[src/rtl/gon_tag_issuer_if.sv]
// rtl/gon_tag_issuer_if.sv - GON tagged-multicast bus interface
//
// Purpose: one transmit lane of the GON bus. The issuer drives a tag and a
// data beat with a valid; the matching PE-side controllers answer with a
// single ready that has already been OR-ed together.
//
// Signals:
//   tag        issuer -> PEs   destination tag, held for a whole command
//   data       issuer -> PEs   data beat
//   valid_out  issuer -> PEs   beat valid
//   ready_in   PEs -> issuer   OR of ready from all matching controllers
interface gon_tag_issuer_if #(
   parameter int ID_SIZE   = 8,
   parameter int DATA_SIZE = 64
);
   logic [ID_SIZE-1:0]   tag;
   logic [DATA_SIZE-1:0] data;
   logic                 valid_out;
   logic                 ready_in;

   modport master (output tag, output data, output valid_out, input ready_in);
   modport slave  (input tag, input data, input valid_out, output ready_in);
endinterface

[src/rtl/gon_tag_issuer.sv]
// rtl/gon_tag_issuer.sv - GON bus transmit side: tagged command to beat stream
//
// Purpose: accepts a command (destination tag + beat count), then pulls that
// many beats from the global-buffer read path and streams them onto the GON
// bus with the tag held constant. A one-cycle done pulse marks completion.
//
// Ports:
//   clk          clock
//   rst_n        asynchronous active-low reset
//   cmd_valid_i  command offered
//   cmd_ready_o  command accepted when cmd_valid_i & cmd_ready_o
//   cmd_tag_i    destination tag for the command
//   cmd_len_i    number of beats; 0 = empty command
//   din_valid_i  source beat valid
//   din_ready_o  source beat accepted when din_valid_i & din_ready_o
//   din_i        source beat
//   bus          GON bus (tag, data, valid_out out; ready_in in)
//   done_o       one-cycle pulse when the command completes
module gon_tag_issuer #(
   parameter int ID_SIZE   = 8,
   parameter int DATA_SIZE = 64,
   parameter int LEN_W     = 8
) (
   input  logic                 clk,
   input  logic                 rst_n,
   input  logic                 cmd_valid_i,
   output logic                 cmd_ready_o,
   input  logic [ID_SIZE-1:0]   cmd_tag_i,
   input  logic [LEN_W-1:0]     cmd_len_i,
   input  logic                 din_valid_i,
   output logic                 din_ready_o,
   input  logic [DATA_SIZE-1:0] din_i,
   gon_tag_issuer_if.master     bus,
   output logic                 done_o
);

   typedef enum logic [1:0] {IDLE, SEND, DONE} state_e;

   state_e               state_q, state_d;
   logic [ID_SIZE-1:0]   tag_q, tag_d;
   logic [DATA_SIZE-1:0] data_q, data_d;
   logic                 valid_q, valid_d;
   logic [LEN_W-1:0]     len_q, len_d;
   // issued counts beats pulled from the source, sent counts beats the bus
   // accepted; both are LEN_W wide so the maximum length cannot wrap.
   logic [LEN_W-1:0]     issued_q, issued_d;
   logic [LEN_W-1:0]     sent_q, sent_d;
   logic                 din_hs;
   logic                 fire;

   assign bus.tag       = tag_q;
   assign bus.data      = data_q;
   assign bus.valid_out = valid_q;

   always_ff @(posedge clk or negedge rst_n) begin
      if (!rst_n) begin
         state_q  <= IDLE;
         tag_q    <= '0;
         data_q   <= '0;
         valid_q  <= 1'b0;
         len_q    <= '0;
         issued_q <= '0;
         sent_q   <= '0;
      end else begin
         state_q  <= state_d;
         tag_q    <= tag_d;
         data_q   <= data_d;
         valid_q  <= valid_d;
         len_q    <= len_d;
         issued_q <= issued_d;
         sent_q   <= sent_d;
      end
   end

   always_comb begin
      state_d     = state_q;
      tag_d       = tag_q;
      data_d      = data_q;
      valid_d     = valid_q;
      len_d       = len_q;
      issued_d    = issued_q;
      sent_d      = sent_q;
      cmd_ready_o = 1'b0;
      din_ready_o = 1'b0;
      done_o      = 1'b0;
      din_hs      = 1'b0;
      fire        = 1'b0;

      case (state_q)
         IDLE: begin
            cmd_ready_o = 1'b1;
            if (cmd_valid_i) begin
               tag_d    = cmd_tag_i;
               len_d    = cmd_len_i;
               issued_d = '0;
               sent_d   = '0;
               state_d  = (cmd_len_i == '0) ? DONE : SEND;
            end
         end

         SEND: begin
            // The single output register may be refilled in the same cycle
            // it drains, which is what gives one beat per cycle.
            din_ready_o = (issued_q < len_q) && (!valid_q || bus.ready_in);
            din_hs      = din_ready_o && din_valid_i;
            fire        = valid_q && bus.ready_in;

            if (fire) begin
               sent_d  = sent_q + 1'b1;
               valid_d = 1'b0;
               if (sent_q == len_q - 1'b1) begin
                  state_d = DONE;
               end
            end
            // A load in the same cycle as a fire overrides the drain above.
            if (din_hs) begin
               data_d   = din_i;
               valid_d  = 1'b1;
               issued_d = issued_q + 1'b1;
            end
         end

         DONE: begin
            done_o  = 1'b1;
            state_d = IDLE;
         end

         default: begin
            state_d = IDLE;
         end
      endcase
   end

endmodule

[src/flat_wrapper.sv]
// flat-port wrapper written by rule: the top's interface ports become plain ports
module gon_tag_issuer_flat 
#(
   parameter int ID_SIZE   = 8,
   parameter int DATA_SIZE = 64,
   parameter int LEN_W     = 8
)
  (clk, rst_n, cmd_valid_i, cmd_ready_o, cmd_tag_i, cmd_len_i, din_valid_i, din_ready_o, din_i, done_o, bus_tag, bus_data, bus_valid_out, bus_ready_in);
  gon_tag_issuer_if #(.ID_SIZE(ID_SIZE), .DATA_SIZE(DATA_SIZE)) bus_i ();
  input  logic clk;
  input  logic rst_n;
  input  logic cmd_valid_i;
  output logic cmd_ready_o;
  input  logic [ID_SIZE-1:0] cmd_tag_i;
  input  logic [LEN_W-1:0] cmd_len_i;
  input  logic din_valid_i;
  output logic din_ready_o;
  input  logic [DATA_SIZE-1:0] din_i;
  output logic done_o;
  output wire logic [$bits(bus_i.tag)-1:0] bus_tag;
  output wire logic [$bits(bus_i.data)-1:0] bus_data;
  output wire logic [$bits(bus_i.valid_out)-1:0] bus_valid_out;
  input wire logic [$bits(bus_i.ready_in)-1:0] bus_ready_in;
  assign bus_tag = bus_i.tag;
  assign bus_data = bus_i.data;
  assign bus_valid_out = bus_i.valid_out;
  assign bus_i.ready_in = bus_ready_in;
  gon_tag_issuer #(.ID_SIZE(ID_SIZE), .DATA_SIZE(DATA_SIZE), .LEN_W(LEN_W)) u_core (.clk(clk), .rst_n(rst_n), .cmd_valid_i(cmd_valid_i), .cmd_ready_o(cmd_ready_o), .cmd_tag_i(cmd_tag_i), .cmd_len_i(cmd_len_i), .din_valid_i(din_valid_i), .din_ready_o(din_ready_o), .din_i(din_i), .bus(bus_i), .done_o(done_o));
endmodule
[config.mk]
export PLATFORM = sky130hd
export DESIGN_NAME = gon_tag_issuer_flat
export DESIGN_NICKNAME = d
export VERILOG_FILES = /design/src/rtl/gon_tag_issuer_if.sv /design/src/rtl/gon_tag_issuer.sv /design/src/flat_wrapper.sv
export SDC_FILE = /design/constraint.sdc
export NUM_CORES = 1
export LEC_CHECK = 0
export ABC_AREA = 1
export BUFFER_PORTS_ARGS = -buffer_cell sky130_fd_sc_hd__buf_2
export CAP_MARGIN = 15
export CORE_MARGIN = 2
export CORE_UTILIZATION = 45
export CTS_CLUSTER_DIAMETER = 30
export CTS_CLUSTER_SIZE = 20
export DETAILED_ROUTE_END_ITERATION = 16
export PLACE_DENSITY = 0.72
export SLEW_MARGIN = 20
export SYNTH_ARGS = -nofsm -noshare
export SYNTH_HDL_FRONTEND = slang
export SYNTH_SLANG_ARGS = --single-unit
[constraint.sdc]
create_clock -name clk -period 1.9 [get_ports clk]
set_input_delay 0.57 -clock clk [delete_from_list [all_inputs] [get_ports clk]]
set_output_delay 0.57 -clock clk [all_outputs]
set_load 0.01 [all_outputs]
==> flow_metrics.env, run 1 <==
export IMPL_chipHeight_um=109
export IMPL_share_seq_of_total_power_pct=48.9
export IMPL_yosysWarnings=0
export IMPL_power_internal_mw=3.64
export IMPL_diodes=0
export IMPL_drt_pre_antenna_iters=5
export IMPL_crit_path_start_kind="flip-flop"
export IMPL_cts_reportedPaths_clkPinSlew_ns=0.09
export IMPL_critical_path_endpoint_type="primary output"
export IMPL_tritoncts_num_buffers=9
export IMPL_cts_hold_buf=0
export IMPL_slew_limit_headroom_pct=62.8
export IMPL_clock_tree_from_tritoncts="built"
export IMPL_post_route_period_util_pct=119
export IMPL_fin_worst_skew_ns=0.0102
export IMPL_finalSetupViolations=7
export IMPL_final_hold_worst_slack_ns=0.228
export IMPL_critPathRequiredTime_ns=1.33
export IMPL_worst_slew_pin_transition_ns=0.558
export IMPL_initial_utilization_pct=45.9
export IMPL_die_area_sq_mm=0.0119
export IMPL_max_stage_delay_ns=0.40
export IMPL_port_buffer_count=160
export IMPL_list_of_cells_traversed_by_the_critical_path="inv_2 > ha_4 > o21ai_2 > nand2_1 > nand3_1 > nand2_1 > nand2_2 > nand3_2 > nor2_1 > buf_2"
export IMPL_dr_first_iter_drc_count=153
export IMPL_std_cell_rows=38
export IMPL_synthDistinctLibCells=31
export IMPL_final_antenna_net_count=0
export IMPL_dpl_worst_slack_ns=-0.0496
export IMPL_worst_hold_path_type="in -> async"
export IMPL_hold_viol_final=0
export IMPL_post_dp_hpwl_um=8570
export IMPL_synthDominantCellAreaShare_pct=50.0
export IMPL_violated_checks="setup timing"
export IMPL_first_pass_grt_wire_length_um=19100
export IMPL_detail_route_drc_violations=0
export IMPL_final_period_minus_worst_setup_slack_ns=2.26
export IMPL_synth_largest_area_cell="dfrtp_1"
export IMPL_timing_setup_critical_path_class="reg -> out"
export IMPL_cts_sinks=99
export IMPL_largest_fanout_on_the_critical_path=2
export IMPL_synthesis_nets=659
export IMPL_cts_root_buf="clkbuf_8"
export IMPL_setup_slack_ns=-0.357
export IMPL_p_comb_share_pct=29.2
export IMPL_clock_network_latency_to_the_later_pin_of_the_worst_skew_pair_ns=0.37
export IMPL_power_density_mw_per_mm2=810
export IMPL_finish_cell_count_without_fillers=913
export IMPL_clock_fmax_mhz=443
export IMPL_post_route_cells_drive_above_1_share_pct=44.9
export IMPL_post_synth_main_area_contributors="dfrtp_1 50%, nand2_1 10%, o21ai_2 9.5%"
export IMPL_total_area_of_multi_input_combinational_cells_sq_mm=0.00209
export IMPL_vdd_ir_drop_max_mv=0.428
export IMPL_post_synth_instance_area_sq_mm=0.00496
export IMPL_syn_instance_count=564
export IMPL_crit_top_cell="nand2_1"
export IMPL_initial_antenna_violation_count=0
export IMPL_avgSynthCellArea_sq_um=8.79
export IMPL_register_bit_total_from_synthesis=99
export IMPL_drt_wl_total_um=12600
export IMPL_flow_area_growth_from_synthesis_pct=36.2
export IMPL_first_global_vias=4191
export IMPL_grt_overflow_total=0
export IMPL_vias=4361
export IMPL_core_region_area_sq_mm=0.0108
export IMPL_fillers=912
export IMPL_viasPerCell=4.78
export IMPL_critical_path_arrival_ns=1.69
export IMPL_place_inst=877
export IMPL_place_gp_congestion=0.881
export IMPL_ios=161
export IMPL_clock_path_buffers=2
export IMPL_die_width_um=109
export IMPL_synth_seq_area_share_pct=50.0
export IMPL_final_max_slew_violation_count=0
export IMPL_power_net_switching_mw=1.83
export IMPL_design_power_total_mw=5.47
export IMPL_post_drt_wl_per_cell_um=13.8
export IMPL_grtUsageTotal_pct=20.6
export IMPL_critPathTopFamily="simple AND/OR/NAND/NOR gates"
export IMPL_share_of_total_power_in_the_clock_network_pct=21.9
export IMPL_grt_start_max_net_pins=100
export IMPL_max_cap_violations=0
export IMPL_critPathSlowestCell="dfrtp_1"
export IMPL_cts_htree_levels=3
export IMPL_leakagePower_nw=3.72
export IMPL_final_seq_area_sq_mm=0.00248
export IMPL_crit_buf_inv=2
export IMPL_nets=864
export IMPL_rsz0062_at_grt="yes"
export IMPL_switching_share_pct=33.5
export IMPL_setup_total_negative_slack_ns=-0.391
export IMPL_run_status="finished, violations left"
-- final timing paths --
kind / start / endpoint / slack [ns] / depth (start not counted)
worst max-delay path: u_core.len_q[1] / din_ready_o / -0.36 / 10
max in group asynchronous: rst_n / u_core.sent_q[7] / 1.23 / 2
min in group clk: cmd_tag_i[5] / u_core.bus.tag[5] / 0.40 / 3
worst min register to register: u_core.bus.tag[3] / u_core.bus.tag[3] / 0.48 / 2
worst min-delay path: rst_n / u_core.state_q[0] / 0.23 / 2
worst max register to register: u_core.len_q[1] / u_core.bus.data[54] / -0.02 / 14
-- logic make-up (layout without fill, tap and decap cells) --
family,Yosys count,in the layout,synth area share [%]
flops,99,99,50.0
fa+ha+maj,10,10,2.52
simple gates,232,232,20.6
compound gates,93,93,13.6
buf+inv,118,327,11.2
xor+xnor,12,12,2.12
-- layout by cell type, fill, tap and decap left out, types with 8 or more instances in the layout --
cell type / count
inv_1: 90
o21ai_2: 56
buf_4: 34
a21oi_1: 9
nand2_1: 119
nand2_2: 38
dfrtp_1: 99
buf_12: 10
nand3_1: 25
nor3_1: 8
nor2_1: 27
clkbuf_8: 9
o21ai_0: 16
buf_2: 159
-- per-stage QoR --
| step | utilization (%) | cell area (sq um) |
|---|---|---|
| 6_report | 62.5 | 6750 |
| 5_1_grt | 62.5 | 6750 |
| 4_1_cts | 59.0 | 6360 |
| 3_5_place_dp | 56.4 | 6080 |
| 3_3_place_gp | 56.4 | 6080 |
| 2_1_floorplan | - | 4960 |
-- power by group through the flow --
stage	logic, mW	registers (mW)	clock network, mW
floorplan	0.770	2.75	0
global placement	1.37	2.67	0
detailed placement	1.42	2.69	0
CTS	1.45	2.66	1.22
global route	1.79	2.71	1.31
finish	1.60	2.68	1.20
-- synth_stat cells (all sizes together) --
cell type / n
o21ai: 79
o21a: 1
nor3: 9
clkbuf: 4
nand3: 27
xor2: 7
nand4: 1
dfrtp: 99
buf: 17
a21oi: 11
nor4: 2
nand2b: 1
o31ai: 1
ha: 10
nand2: 160
and3: 1
o211ai: 1
clkinv: 1
inv: 96
nor2: 31
xnor2: 5
-- repair_timing --
action                                 in CTS  in global routing
cloned                                      0                  9
resized for setup                          15                 31
pin swaps                                   7                  4
endpoints found under the hold margin       0                  0
buffers inserted                            6                  7
setup endpoints to repair                   1                 62
-- metal layers --
metal | wire (um) | up-vias | GRT usage [%] | share of wire [%]
met4 | 297 | 0 | 8.33 | 2.4
met2 | 6460 | 152 | 34.6 | 51
met1 | 4930 | 2041 | 25.1 | 39
li1 | - | 2148 | - | -
met5 | 0 | - | 0 | 0
met3 | 868 | 20 | 5.32 | 6.9
-- final cells by class --
cell class,count,area share [%]
timing repair buffer,215,22.0
inverter,97,5.39
tap,140,2.59
multi-input combinational,347,30.9
clock buffer,10,1.89
sequential,99,36.7
clock inverter,5,0.463
-- state kept, by name (all words and copies together) (netlist names) --
register,cells
u_core.bus.data,64
u_core.bus.tag,8
u_core.issued_q,8
u_core.len_q,8
u_core.sent_q,8
u_core.state_q,2
u_core.bus.valid_out,1
Note: power is estimated with default switching activity, not from simulation.
==> run 2: changes to the inputs <==
- SKIP_LAST_GASP: not set -> 1
- SLEW_MARGIN: 20 -> not set
==> run 2 against run 1 <==
Net effect:
- non-clock buffer count up 1
- routed wire length up 0.14%
- count of clock-buffer cells in the layout unchanged
- clock power about the same
- clock skew up 0.0023 ns
- the flow still finishes with violations (setup timing)
==> flow_metrics.env, run 2 (synthesized netlist as in run 1, its figures left out) <==
export IMPL_vdd_ir_drop_max_mv=0.428
export IMPL_std_cell_rows=38
export IMPL_post_route_cells_drive_above_1_share_pct=42.8
export IMPL_commonest_non_fill_non_tap_cell_in_the_layout="buf_2"
export IMPL_dr_first_iter_drc_count=161
export IMPL_rsz0062_at_grt="yes"
export IMPL_worst_hold_path_type="in -> async"
export IMPL_run_status="finished, violations left"
export IMPL_cts_sinks=99
export IMPL_finalSetupViolations=44
export IMPL_first_global_vias=4188
export IMPL_ios=161
export IMPL_timing_setup_critical_path_class="reg -> out"
export IMPL_critical_path_arrival_ns=1.69
export IMPL_largest_fanout_on_the_critical_path=2
export IMPL_critical_path_endpoint_type="primary output"
export IMPL_core_region_area_sq_mm=0.0108
export IMPL_final_max_slew_violation_count=0
export IMPL_die_area_sq_mm=0.0119
export IMPL_clock_path_buffers=2
export IMPL_tritoncts_num_buffers=9
export IMPL_max_cap_violations=0
export IMPL_initial_utilization_pct=45.9
export IMPL_fin_worst_skew_ns=0.0124
export IMPL_first_pass_grt_wire_length_um=19000
export IMPL_flow_area_growth_from_synthesis_pct=35.4
export IMPL_final_period_minus_worst_setup_slack_ns=2.26
export IMPL_clock_fmax_mhz=442
export IMPL_chipHeight_um=109
export IMPL_leakagePower_nw=3.71
export IMPL_cts_hold_buf=0
export IMPL_drt_pre_antenna_iters=4
export IMPL_clock_network_latency_to_the_later_pin_of_the_worst_skew_pair_ns=0.37
export IMPL_grt_start_max_net_pins=100
export IMPL_final_seq_area_sq_mm=0.00248
export IMPL_port_buffer_count=160
export IMPL_post_drt_wl_per_cell_um=13.8
export IMPL_cts_root_buf="clkbuf_8"
export IMPL_critPathRequiredTime_ns=1.33
export IMPL_detail_route_drc_violations=0
export IMPL_final_antenna_net_count=0
export IMPL_power_density_mw_per_mm2=811
export IMPL_place_gp_congestion=0.881
export IMPL_setup_total_negative_slack_ns=-1.28
export IMPL_diodes=0
export IMPL_crit_path_start_kind="flip-flop"
export IMPL_post_dp_hpwl_um=8570
export IMPL_nets=865
export IMPL_vias=4330
export IMPL_worst_slew_pin_transition_ns=0.536
export IMPL_clock_tree_from_tritoncts="built"
export IMPL_slew_limit_headroom_pct=64.3
export IMPL_initial_antenna_violation_count=0
export IMPL_post_route_period_util_pct=119
export IMPL_viasPerCell=4.74
export IMPL_final_core_util_pct=62.2
export IMPL_cts_reportedPaths_clkPinSlew_ns=0.09
export IMPL_largest_register_ff_count=64
export IMPL_setup_slack_ns=-0.362
export IMPL_grtUsageTotal_pct=20.5
export IMPL_total_area_of_multi_input_combinational_cells_sq_mm=0.00203
export IMPL_rr_worst_depth=14
export IMPL_hold_viol_final=0
export IMPL_cts_htree_levels=3
export IMPL_grt_overflow_total=0
export IMPL_design_power_total_mw=5.44
export IMPL_drt_wl_total_um=12600
export IMPL_dpl_worst_slack_ns=-0.0496
export IMPL_violated_checks="setup timing"
export IMPL_die_width_um=109
export IMPL_fillers=930
export IMPL_layout_common_cells="159 x buf_2, 135 x nand2_1, 99 x dfrtp_1"
[run 2: routing by layer]
metal / global-route usage [%] / wire [um]
met4: 8.24 / 313
met3: 5.14 / 798
met2: 34.6 / 6420
met1: 25.1 / 5040
met5: 0 / 0
[run 2: critical path, stage by stage (launching register included)]
cell and delay, ns:
dfrtp_1 0.40, inv_2 0.08, ha_4 0.19, o21ai_2 0.05
nand2_1 0.06, nand3_1 0.06, nand2_1 0.07, nand2_2 0.08
nand3_2 0.07, nor2_1 0.12, buf_2 0.14
[run 2: layout make-up]
class,instances,share of cell area (%)
clock inverter,5,0.466
tap,140,2.61
sequential,99,36.9
multi-input combinational,347,30.2
timing repair buffer,216,22.5
clock buffer,10,1.90
inverter,97,5.43
[run 2: worst paths after layout]
check	start	to	slack, ns
setup / recovery	u_core.len_q[1]	din_ready_o	-0.36
hold / removal	rst_n	u_core.issued_q[7]	0.24
setup reg to reg	u_core.len_q[1]	u_core.bus.data[54]	-0.04
hold reg to reg	u_core.bus.tag[3]	u_core.bus.tag[3]	0.48
max in group asynchronous	rst_n	u_core.bus.data[8]	1.24
min in group clk	cmd_tag_i[5]	u_core.bus.tag[5]	0.40
[run 2: what timing repair did]
item	in CTS	in global routing
buffers inserted	6	7
pin swaps	6	6
endpoints found under the hold margin	0	0
setup endpoints to repair	1	75
gates resized for setup	6	18
cloned	0	10
[run 2: per-stage QoR]
step | instances | hold slack [ns] | instance area (sq um)
floorplan | 564 | 0.274 | 4960
global placement | 877 | 0.457 | 6080
detailed placement | 877 | 0.466 | 6080
CTS | 898 | 0.278 | 6330
global route | 914 | 0.299 | 6710
finish | 914 | 0.242 | 6710
[run 2: power breakdown]
group          internal [mW]  total, mW  switching, mW
clock                  0.466       1.19          0.721
combinational          0.760       1.59          0.831
sequential              2.41       2.67          0.261
==> run 3: changes to the inputs <==
- CORE_UTILIZATION: 45 -> 51
- PLACE_DENSITY: 0.72 -> 0.8
==> run 3 against run 2 <==
Net effect:
- the run still ends with setup timing left
- non-clock buffer count grew 4
- worst hold slack worse by 0.15 ns
- cell count decreased by 0.77%
- critical endpoint unchanged
- largest cell class unchanged
- combinational power increased by 6%
- count of clock-buffer cells in the layout unchanged
- utilization is 11 points higher
- setup slack improved by 0.027 ns
- clock skew hardly changed
- via count rose by 2.8%
- flip-flop and latch count unchanged
- design area grew 2.3%
- global-route usage up 2.3 points
==> flow_metrics.env, run 3 (synthesized netlist as in run 1, its figures left out) <==
export IMPL_run_status="finished, violations left"
export IMPL_violated_checks="setup timing"
export IMPL_initial_antenna_violation_count=0
export IMPL_place_gp_congestion=0.925
export IMPL_grt_overflow_total=0
export IMPL_port_buffer_count=160
export IMPL_post_dp_hpwl_um=8880
export IMPL_largest_fanout_on_the_critical_path=2
export IMPL_cts_hold_buf=0
export IMPL_detail_route_drc_violations=0
export IMPL_critical_path_arrival_ns=1.67
export IMPL_drt_pre_antenna_iters=4
export IMPL_hold_viol_final=0
export IMPL_clock_path_buffers=2
export IMPL_power_density_mw_per_mm2=817
export IMPL_final_antenna_net_count=0
export IMPL_vias=4453
export IMPL_vdd_ir_drop_max_mv=0.643
export IMPL_critPathSlowestCell="dfrtp_1"
export IMPL_core_region_area_sq_mm=0.00933
export IMPL_final_max_slew_violation_count=0
export IMPL_std_cell_rows=35
export IMPL_leakagePower_nw=3.77
export IMPL_design_power_total_mw=5.61
export IMPL_finalSetupViolations=66
export IMPL_critPathRequiredTime_ns=1.33
export IMPL_final_seq_area_sq_mm=0.00248
export IMPL_commonest_non_fill_non_tap_cell_in_the_layout="buf_2"
export IMPL_slew_limit_headroom_pct=74.5
export IMPL_ios=161
export IMPL_timing_setup_critical_path_class="reg -> out"
export IMPL_fin_worst_skew_ns=0.0128
export IMPL_fillers=660
export IMPL_first_global_vias=4258
export IMPL_cts_htree_levels=3
export IMPL_flow_area_growth_from_synthesis_pct=38.4
export IMPL_post_route_period_util_pct=118
export IMPL_die_width_um=103
export IMPL_largest_register_ff_count=64
export IMPL_setup_total_negative_slack_ns=-4.22
export IMPL_post_drt_wl_per_cell_um=14.6
export IMPL_total_area_of_multi_input_combinational_cells_sq_mm=0.00207
export IMPL_cts_root_buf="clkbuf_8"
export IMPL_clock_tree_from_tritoncts="built"
export IMPL_final_period_minus_worst_setup_slack_ns=2.24
export IMPL_worst_hold_path_type="in -> async"
export IMPL_max_cap_violations=0
export IMPL_crit_path_start_kind="flip-flop"
export IMPL_critPathTopFamily="flip-flops"
export IMPL_drt_wl_total_um=13200
export IMPL_critical_path_endpoint_type="primary output"
export IMPL_diodes=0
export IMPL_grt_start_max_net_pins=56
export IMPL_list_of_cells_traversed_by_the_critical_path="inv_1 > ha_1 > nand3_1 > nand2_1 > nand2_2 > nand3_2 > nor2_2 > buf_2"
export IMPL_clock_fmax_mhz=447
export IMPL_setup_slack_ns=-0.335
export IMPL_viasPerCell=4.91
export IMPL_grtUsageTotal_pct=22.8
export IMPL_cts_reportedPaths_clkPinSlew_ns=0.10
export IMPL_post_route_cells_drive_above_1_share_pct=45.2
export IMPL_worst_slew_pin_transition_ns=0.380
export IMPL_chipHeight_um=103
export IMPL_crit_buf_inv=2
export IMPL_tritoncts_num_buffers=9
export IMPL_cts_sinks=99
export IMPL_nets=869
export IMPL_dr_first_iter_drc_count=187
export IMPL_clock_network_latency_to_the_later_pin_of_the_worst_skew_pair_ns=0.38
export IMPL_rsz0062_at_grt="yes"
export IMPL_initial_utilization_pct=53.1
export IMPL_max_stage_delay_ns=0.40
export IMPL_layout_common_cells="159 x buf_2, 119 x nand2_1, 99 x dfrtp_1"
export IMPL_die_area_sq_mm=0.0105
export IMPL_first_pass_grt_wire_length_um=18700
export IMPL_dpl_worst_slack_ns=-0.0658
-- run 3: changes by cell type in the layout (fill, tap and decap cells not counted), moves of 3 or more --
cell	before	now
buf_4	35	31
nand2_1	135	119
buf_6	3	6
nand2_2	24	40
-- run 3: power by group --
group          total (mW)  leakage [nW]  internal, mW  switching (mW)
Sequential           2.67          1.20          2.41           0.266
Clock                1.24        0.0831         0.480           0.762
Combinational        1.69          2.49         0.808           0.887
Total                5.61          3.77          3.69            1.91
-- run 3: routing by layer --
metal	routed length (um)	global-route usage, %	vias to the layer above	part of all wire (%)
li1	-	-	2166	-
met4	385	10.8	0	2.9
met1	5200	26.5	2108	39
met3	944	8.14	30	7.1
met2	6700	37.9	149	51
met5	0	0	-	0
-- run 3: metrics by stage --
step | instances | hold slack, ns | cell area, sq um | util [%]
global route | 907 | 0.101 | 6860 | 73.6
floorplan | 564 | 0.274 | 4960 | -
global placement | 872 | 0.456 | 6140 | 65.8
finish | 907 | 0.0957 | 6860 | 73.6
CTS | 891 | 0.0927 | 6390 | 68.5
detailed placement | 872 | 0.464 | 6140 | 65.8
-- run 3: path summary, 6_finish.rpt --
path / slack, ns / startpoint / cells after the start / to
setup reg to reg: -0.13 / u_core.len_q[2] / 11 / u_core.bus.data[10]
hold reg to reg: 0.48 / u_core.bus.tag[5] / 2 / u_core.bus.tag[5]
setup / recovery: -0.34 / u_core.len_q[2] / 8 / din_ready_o
min in group clk: 0.40 / cmd_tag_i[2] / 3 / u_core.bus.tag[2]
max in group asynchronous: 1.20 / rst_n / 2 / u_core.bus.data[35]
hold / removal: 0.1 / rst_n / 1 / u_core.issued_q[3]
-- run 3: final cells by class --
class,count,share of cell area (%)
Clock buffer,10,1.86
Timing Repair Buffer,220,23.7
Inverter,97,5.31
Multi-Input combinational cell,347,30.1
Tap cell,129,2.35
Clock inverter,5,0.565
Sequential cell,99,36.1
-- run 3: worst register-to-register path, delay by kind of cell, from the launching register on --
| family | cells | cell delay, ns |
|---|---|---|
| buffers and inverters | 4 | 0.69 |
| and+or+nand+nor | 5 | 0.54 |
| DFF | 1 | 0.40 |
| adders and majority gates | 1 | 0.26 |
| AOI/OAI and AO/OA | 1 | 0.05 |
-- run 3: repair_timing --
item / 4_1_cts / 5_1_grt
pin swaps: 6 / 9
cloned: 1 / 11
buffers inserted: 3 / 6
endpoints found under the setup margin: 9 / 74
resized for setup: 5 / 46
